## config.mk

```make
export PLATFORM = sky130hd
export DESIGN_NAME = mem_access_unit
export DESIGN_NICKNAME = d
export VERILOG_FILES = /design/src/rtl/mem_access_unit.sv
export SDC_FILE = /design/constraint.sdc
export NUM_CORES = 1
export LEC_CHECK = 0
export BUFFER_PORTS_ARGS = -buffer_cell sky130_fd_sc_hd__buf_2
export CORE_MARGIN = 4
export CORE_UTILIZATION = 50
export CTS_CLUSTER_SIZE = 14
export DETAILED_ROUTE_END_ITERATION = 10
export GPL_TIMING_DRIVEN = 1
export HOLD_SLACK_MARGIN = 0.05
export PLACE_DENSITY = 0.78
export SLEW_MARGIN = 15
export SYNTH_ARGS = -nofsm -noshare
export SYNTH_HDL_FRONTEND = slang
export SYNTH_SLANG_ARGS = --single-unit
export TNS_END_PERCENT = 20
```

## constraint.sdc

```tcl
create_clock -name clk -period 5.8 [get_ports clk]
set_input_delay 0.87 -clock clk [delete_from_list [all_inputs] [get_ports clk]]
set_output_delay 0.87 -clock clk [all_outputs]
set_load 0.02 [all_outputs]
```

## src/rtl/mem_access_unit.sv

```systemverilog
// MEM-stage load/store initiator for a little-endian byte-lane data RAM.
// Drives registered RAM enables/lanes, waits READ_LATENCY cycles on loads, and extends the result.
module mem_access_unit #(
    parameter int unsigned READ_LATENCY = 1
) (
    input  logic        clk,
    input  logic        rst,
    input  logic        req_valid,
    output logic        req_ready,
    input  logic        req_we,
    input  logic [1:0]  req_size,
    input  logic        req_signed,
    input  logic [31:0] req_addr,
    input  logic [31:0] req_wdata,
    input  logic [4:0]  req_rd,
    output logic        resp_valid,
    output logic [31:0] resp_rdata,
    output logic [4:0]  resp_rd,
    output logic        misalign,
    output logic [31:0] bad_addr,
    output logic        mem_read_en,
    output logic        mem_write_en,
    output logic [3:0]  mem_write_sel,
    output logic [31:0] mem_addr,
    output logic [31:0] mem_wdata,
    input  logic [31:0] mem_rdata
);

    localparam logic [3:0] LastCnt = 4'(READ_LATENCY - 1);

    typedef enum logic [1:0] {IDLE, WRITE, READ, RESP} state_t;

    state_t      r_state;
    logic [3:0]  r_cnt;
    logic [1:0]  r_lane;
    logic [1:0]  r_size;
    logic        r_signed;
    logic [4:0]  r_rd;

    logic        w_misalign;
    logic [3:0]  w_sel;
    logic [31:0] w_wdata;
    logic [7:0]  w_byte;
    logic [15:0] w_half;
    logic [31:0] w_rdata;

    always_comb begin
        w_misalign = 1'b0;
        w_sel      = 4'b1111;
        w_wdata    = req_wdata;
        unique case (req_size)
            2'b00: begin
                w_sel   = 4'b0001 << req_addr[1:0];
                w_wdata = {4{req_wdata[7:0]}};
            end
            2'b01: begin
                w_misalign = req_addr[0];
                w_sel      = req_addr[1] ? 4'b1100 : 4'b0011;
                w_wdata    = {2{req_wdata[15:0]}};
            end
            2'b10: w_misalign = (req_addr[1:0] != 2'b00);
            2'b11: w_misalign = 1'b1;
        endcase
    end

    // Lane select uses the latched low address bits, not the live request.
    assign w_byte = mem_rdata[{r_lane, 3'b000} +: 8];
    assign w_half = r_lane[1] ? mem_rdata[31:16] : mem_rdata[15:0];

    always_comb begin
        w_rdata = mem_rdata;
        case (r_size)
            2'b00:   w_rdata = {{24{r_signed & w_byte[7]}}, w_byte};
            2'b01:   w_rdata = {{16{r_signed & w_half[15]}}, w_half};
            default: w_rdata = mem_rdata;
        endcase
    end

    always_ff @(posedge clk or posedge rst) begin
        if (rst) begin
            r_state       <= IDLE;
            r_cnt         <= '0;
            r_lane        <= '0;
            r_size        <= '0;
            r_signed      <= 1'b0;
            r_rd          <= '0;
            req_ready     <= 1'b0;
            resp_valid    <= 1'b0;
            resp_rdata    <= '0;
            resp_rd       <= '0;
            misalign      <= 1'b0;
            bad_addr      <= '0;
            mem_read_en   <= 1'b0;
            mem_write_en  <= 1'b0;
            mem_write_sel <= '0;
            mem_addr      <= '0;
            mem_wdata     <= '0;
        end else begin
            misalign   <= 1'b0;
            resp_valid <= 1'b0;
            case (r_state)
                IDLE: begin
                    req_ready <= 1'b1;
                    if (req_valid && req_ready) begin
                        r_lane   <= req_addr[1:0];
                        r_size   <= req_size;
                        r_signed <= req_signed;
                        r_rd     <= req_rd;
                        mem_addr <= {req_addr[31:2], 2'b00};
                        if (w_misalign) begin
                            misalign <= 1'b1;
                            bad_addr <= req_addr;
                        end else if (req_we) begin
                            r_state       <= WRITE;
                            req_ready     <= 1'b0;
                            mem_write_en  <= 1'b1;
                            mem_write_sel <= w_sel;
                            mem_wdata     <= w_wdata;
                        end else begin
                            r_state       <= READ;
                            req_ready     <= 1'b0;
                            mem_read_en   <= 1'b1;
                            mem_write_sel <= '0;
                            r_cnt         <= '0;
                        end
                    end
                end
                WRITE: begin
                    mem_write_en  <= 1'b0;
                    mem_write_sel <= '0;
                    resp_valid    <= 1'b1;
                    resp_rdata    <= '0;
                    resp_rd       <= r_rd;
                    r_state       <= RESP;
                end
                READ: begin
                    if (r_cnt == LastCnt) begin
                        mem_read_en <= 1'b0;
                        resp_valid  <= 1'b1;
                        resp_rdata  <= w_rdata;
                        resp_rd     <= r_rd;
                        r_state     <= RESP;
                    end else begin
                        r_cnt <= r_cnt + 4'd1;
                    end
                end
                RESP: begin
                    req_ready <= 1'b1;
                    r_state   <= IDLE;
                end
                default: r_state <= IDLE;
            endcase
        end
    end

endmodule

```

-- After elaboration in Yosys (flattened, before gate mapping)
Index checks and enable logic that the tools add are counted.
- $add $sub $neg: 1
- equality and inequality tests: 13
- shifts and indexed selects: 2
- mux-type cells: 40
- bitwise logic cells: 3
- reduce and logical (&&, ||, !) cells: 19
- operators by type and width (cell ; number):
    $pmux 32 s2 ; 3
    $mux 32 ; 1
    $mux 4 ; 8
    $shiftx 32x6->8 ; 1
    $pmux 4 s2 ; 3
    $mux 16 ; 1
    $mux 1 ; 12
    $ne 2x2->1 const B ; 6
    $pmux 5 s2 ; 1
    $reduce_and 5->1 ; 2
    $reduce_bool 2->1 ; 5
    $reduce_and 3->1 ; 3
    $eq 2x2->1 const B ; 4
    $mux 2 ; 4
    $pmux 1 s2 ; 4
    $pmux 2 s4 ; 1
    $reduce_and 4->1 ; 2
    $eq 2x1->1 const B ; 3
    $logic_not 2->1 ; 3
    $mux 5 ; 1
    $add 4x1->4 const B ; 1
    $logic_not 4->1 ; 1
    $reduce_and 2->1 ; 2
    $shl 1x2->4 const A ; 1
    other kinds (4) ; 5
- register bits: 156
- output and inout port bits: 142
- word-level logic and storage cells: 95

-- Longest topological paths before layout
- depth after elaboration: 6
- gate-level depth with buffers: 10

-- Worst setup path before layout
No wires, ideal clock.
- kind: input to register
- start point: in req_size[0]
- end point: reg bad_addr[10]
- library setup time: 125 ps
- arrival time: 2049 ps
- setup slack: 3626 ps
- stages on the path: 5
- path buffers: 2
- cell sequence: clkbuf_1 -> a21oi_1 -> nor3_2 -> buf_4 -> mux2_2
- cells in the longest elaborated chain, start to end: 3
- ends and longest elaborated chain (item ; RTL line ; source):
    from (decl) ; 11 ; input logic [1:0] req_size,
    $eq 2x2->1 / $eq 2x1->1 (equally long branches) ; 51 ; unique case (req_size)
    $pmux 1 s3 * ; 51 ;
    $reduce_and 3->1 (no source line) * ; n/a ;
    to (signal assigned) ; 112 ; bad_addr <= req_addr;
    to (decl) ; 20 ; output logic [31:0] bad_addr,
Every way passes the cells marked *; elsewhere a longest branch is shown, timed or not.
A chain may end at the register's enable or synchronous reset.

-- Worst setup path in the final report
- start point: reg r_state[0]
- end point: reg resp_rd[2]
- cells in the longest elaborated chain, start to end: 3
- ends and longest elaborated chain (item ; RTL line ; source):
    from (decl) ; 33 ; state_t r_state;
    from (signal assigned) ; 81 ; r_state <= IDLE;
    from (signal assigned) ; 114 ; r_state <= WRITE;
    from (signal assigned) ; 120 ; r_state <= READ;
    $eq 2x2->1 / $eq 2x1->1 (equally long branches) ; 101 ; case (r_state)
    $ne 2x2->1 (no source line) / $reduce_bool 2->1 (equally long branches) ; n/a ;
    $reduce_and 2->1 (no source line) ; n/a ;
    to (signal assigned) ; 133 ; resp_rd <= r_rd;
    to (signal assigned) ; 141 ; resp_rd <= r_rd;
    to (decl) ; 18 ; output logic [4:0] resp_rd,
Parallel ways exist; a longest one is shown, timed or not.

==> impl_metrics.env <==
export IMPL_wirelength_um=18500
export IMPL_clock_path_buffers=2
export IMPL_hold_viol=0
export IMPL_port_buffers=247
export IMPL_ys_seq_elements=156
export IMPL_via_count=5397
export IMPL_worst_slew_pin_slew_ps=1110
export IMPL_clk_latency_ps=420
export IMPL_leakagePower_nw=4.46
export IMPL_final_nets=909
export IMPL_rsz0062_at_grt="no"
export IMPL_crit_start="r_state[0]"
export IMPL_combPwrFrac=0.413
export IMPL_min_period_ps=2850
export IMPL_cts_hold_buf=0
export IMPL_p_per_area_mw_per_mm2=601
export IMPL_synth_edf_count=0
export IMPL_grt_use_total=0.234
export IMPL_crit_path_end_kind="flip-flop"
export IMPL_fp_dieW_um=126
export IMPL_critical_path_class="flip-flop to flip-flop"
export IMPL_drive_gt1_frac=0.487
export IMPL_timing_final_max_slew_violations=0
export IMPL_r2r_start="r_state[0]"
export IMPL_die_area_mm2=0.0159
export IMPL_synth_cell_types=47
export IMPL_max_slew_margin_rel=0.256
export IMPL_pin_count=250
export IMPL_reg2reg_to="resp_rd[2]"
export IMPL_internal_power_mw=3.28
export IMPL_critPathLaunchType="flip-flop"
export IMPL_vdd_drop_max_mv=0.365
export IMPL_crit_arrival_ps=3160
export IMPL_antenna_left=0
export IMPL_diodes=0
export IMPL_cts_setup_buffers=0
export IMPL_drc=0
export IMPL_fin_worst_skew_ps=10.3
export IMPL_vias_per_cell=5.49
export IMPL_syn_inst=560
export IMPL_finalPower_mw=5.37
export IMPL_h_tree_depth=4
export IMPL_hp_start="mem_wdata[14]"
export IMPL_die_h_um=126
export IMPL_final_setup_tns_ps=0
export IMPL_min_path_cells=2
export IMPL_syn_avg_cell_area_um2=12.4
export IMPL_cts_root_buf="clkbuf_16"
export IMPL_yosysTopAreaCell="dfrtp_1"
export IMPL_power_frac_seq=0.356
export IMPL_r2r_setup_slack_ps=2950
export IMPL_synth_most_common_cell="dfrtp_1"
export IMPL_antenna_found_initial=0
export IMPL_grt_pass1_wl_um=30000
export IMPL_maxCapViolCount=0
export IMPL_core_mm2=0.0135
export IMPL_power_switching_mw=2.09
export IMPL_grt_start_max_net_pins=96
export IMPL_outcome="finished, final reports clean"
export IMPL_cp_required_ps=6110
export IMPL_synth_flop_cell="dfrtp_1"
export IMPL_clkSinkCount=156
export IMPL_synth_area_leaders="dfrtp_1, mux2_2, mux2i_1, o21ai_0, nand2_1"
export IMPL_async_flop_share=1.00
export IMPL_dpl_hpwl_um=13200
export IMPL_cts_resized=0
export IMPL_syn_to_final_growth_pct=28.2
export IMPL_setup_viol=0
export IMPL_row_count=42
export IMPL_crit_fanout=37
export IMPL_drtIter0Drc=314
export IMPL_synth_common_cells="dfrtp_1, mux2_2, o21ai_0, nand2_1, mux2i_1"
export IMPL_pwr_share_clk=0.232
export IMPL_fmax_mhz=351
export IMPL_yosys_warnings=0
export IMPL_swShare=0.390
export IMPL_ys_seq_area_frac=0.560
export IMPL_cts_buffers=17
export IMPL_place_congestion=0.841
export IMPL_clk_pin_slew_ps=60
export IMPL_synth_top_area_share=0.560
export IMPL_synth_area_mm2=0.00697
export IMPL_start_util=0.518
export IMPL_worstHoldPathType="flip-flop to flip-flop"
export IMPL_drt_pass1_iterations=5
export IMPL_wire_per_inst_um=18.9
export IMPL_min_to="mem_wdata[14]"
export IMPL_rr_worst_depth=5
export IMPL_grt_pass1_vias=5854
export IMPL_grt_overflow=0
export IMPL_fin_crit_sh=0.491
export IMPL_cts_tree="built"
## how the worst max path moves through the flow
stage | endpoint | slack [ps]
detailed placement | mem_write_sel[1] | 2970
floorplan | bad_addr[0] | 720
global route | mem_wdata[6] | 2710
CTS | resp_rd[2] | 2960
finish | resp_rd[2] | 2950
global placement | mem_wdata[1] | 3020
## critical path, stage by stage, from the launching register on
cell,delay (ps)
dfrtp_1,380
inv_1,110
ha_1,310
and4bb_1,510
a21oi_4,950
mux2_2,430
## registers in the layout (all words and copies together), names as in the netlist, 2 cells and up
signal	count
mem_wdata	32
r_cnt	4
r_size	2
r_rd	5
r_lane	2
resp_rdata	32
r_state	2
mem_addr	30
mem_write_sel	4
resp_rd	5
bad_addr	32
## power by group through the flow
stage                     Sequential (mW)  Clock (mW)  Combinational (mW)
after detailed placement             1.91           0                2.23
after CTS                            1.91        1.26                2.24
after global placement               1.89           0                2.16
after floorplan                      2.36           0                1.01
after global routing                 1.98        1.31                2.39
final                                1.91        1.24                2.22
## layer usage
metal | wire, um | track usage
met5 | 0 | 0
met2 | 9360 | 0.399
met1 | 7210 | 0.276
met4 | 403 | 0.0770
met3 | 1570 | 0.0855
## layout by cell type (no fill, tap or decap), types with 3 or more instances in the layout
| master | count |
|---|---|
| a21oi_1 | 21 |
| a221o_1 | 6 |
| a221o_2 | 10 |
| a32o_1 | 8 |
| buf_2 | 247 |
| buf_4 | 3 |
| bufinv_16 | 5 |
| clkbuf_16 | 17 |
| clkbuf_8 | 4 |
| clkinv_2 | 4 |
| dfrtp_1 | 156 |
| ha_1 | 7 |
| inv_1 | 13 |
| mux2_2 | 92 |
| mux2i_1 | 36 |
| nand2_1 | 46 |
| nand2b_1 | 13 |
| nand3_1 | 4 |
| nor2_1 | 13 |
| nor2b_1 | 5 |
| nor3_1 | 4 |
| o211ai_1 | 3 |
| o21ai_0 | 49 |
| o21ai_1 | 3 |
| or3_1 | 4 |
## stage by stage
stage               cells  cell area [um2]  setup slack (ps)  hold slack [ps]  utilization
finish                983             8940              2950              478        0.664
global route          983             8940              2710              508        0.664
CTS                   983             8940              2960              484        0.664
detailed placement    951             8270              2970              470        0.615
global placement      951             8270              3020              458        0.615
floorplan             561             6970               723              477            -
## cells by family after synthesis
group | after synthesis | share of synthesized area
compound gates | 113 | 0.109
flops | 156 | 0.560
simple gates | 104 | 0.0777
fa+ha+maj | 7 | 0.0126
mux | 129 | 0.204
other cells | 1 | 0.000538
buf+inv | 50 | 0.0368
## final cells by class
class                      count  area, um2
inverter                      14       57.6
timing repair buffer         250       1260
multi-input combinational    355       2830
sequential                   156       3900
clock inverter                11        186
tap                          176        220
clock buffer                  21        480
fill                        1031       4520
Power figures use the tool's default switching activity.
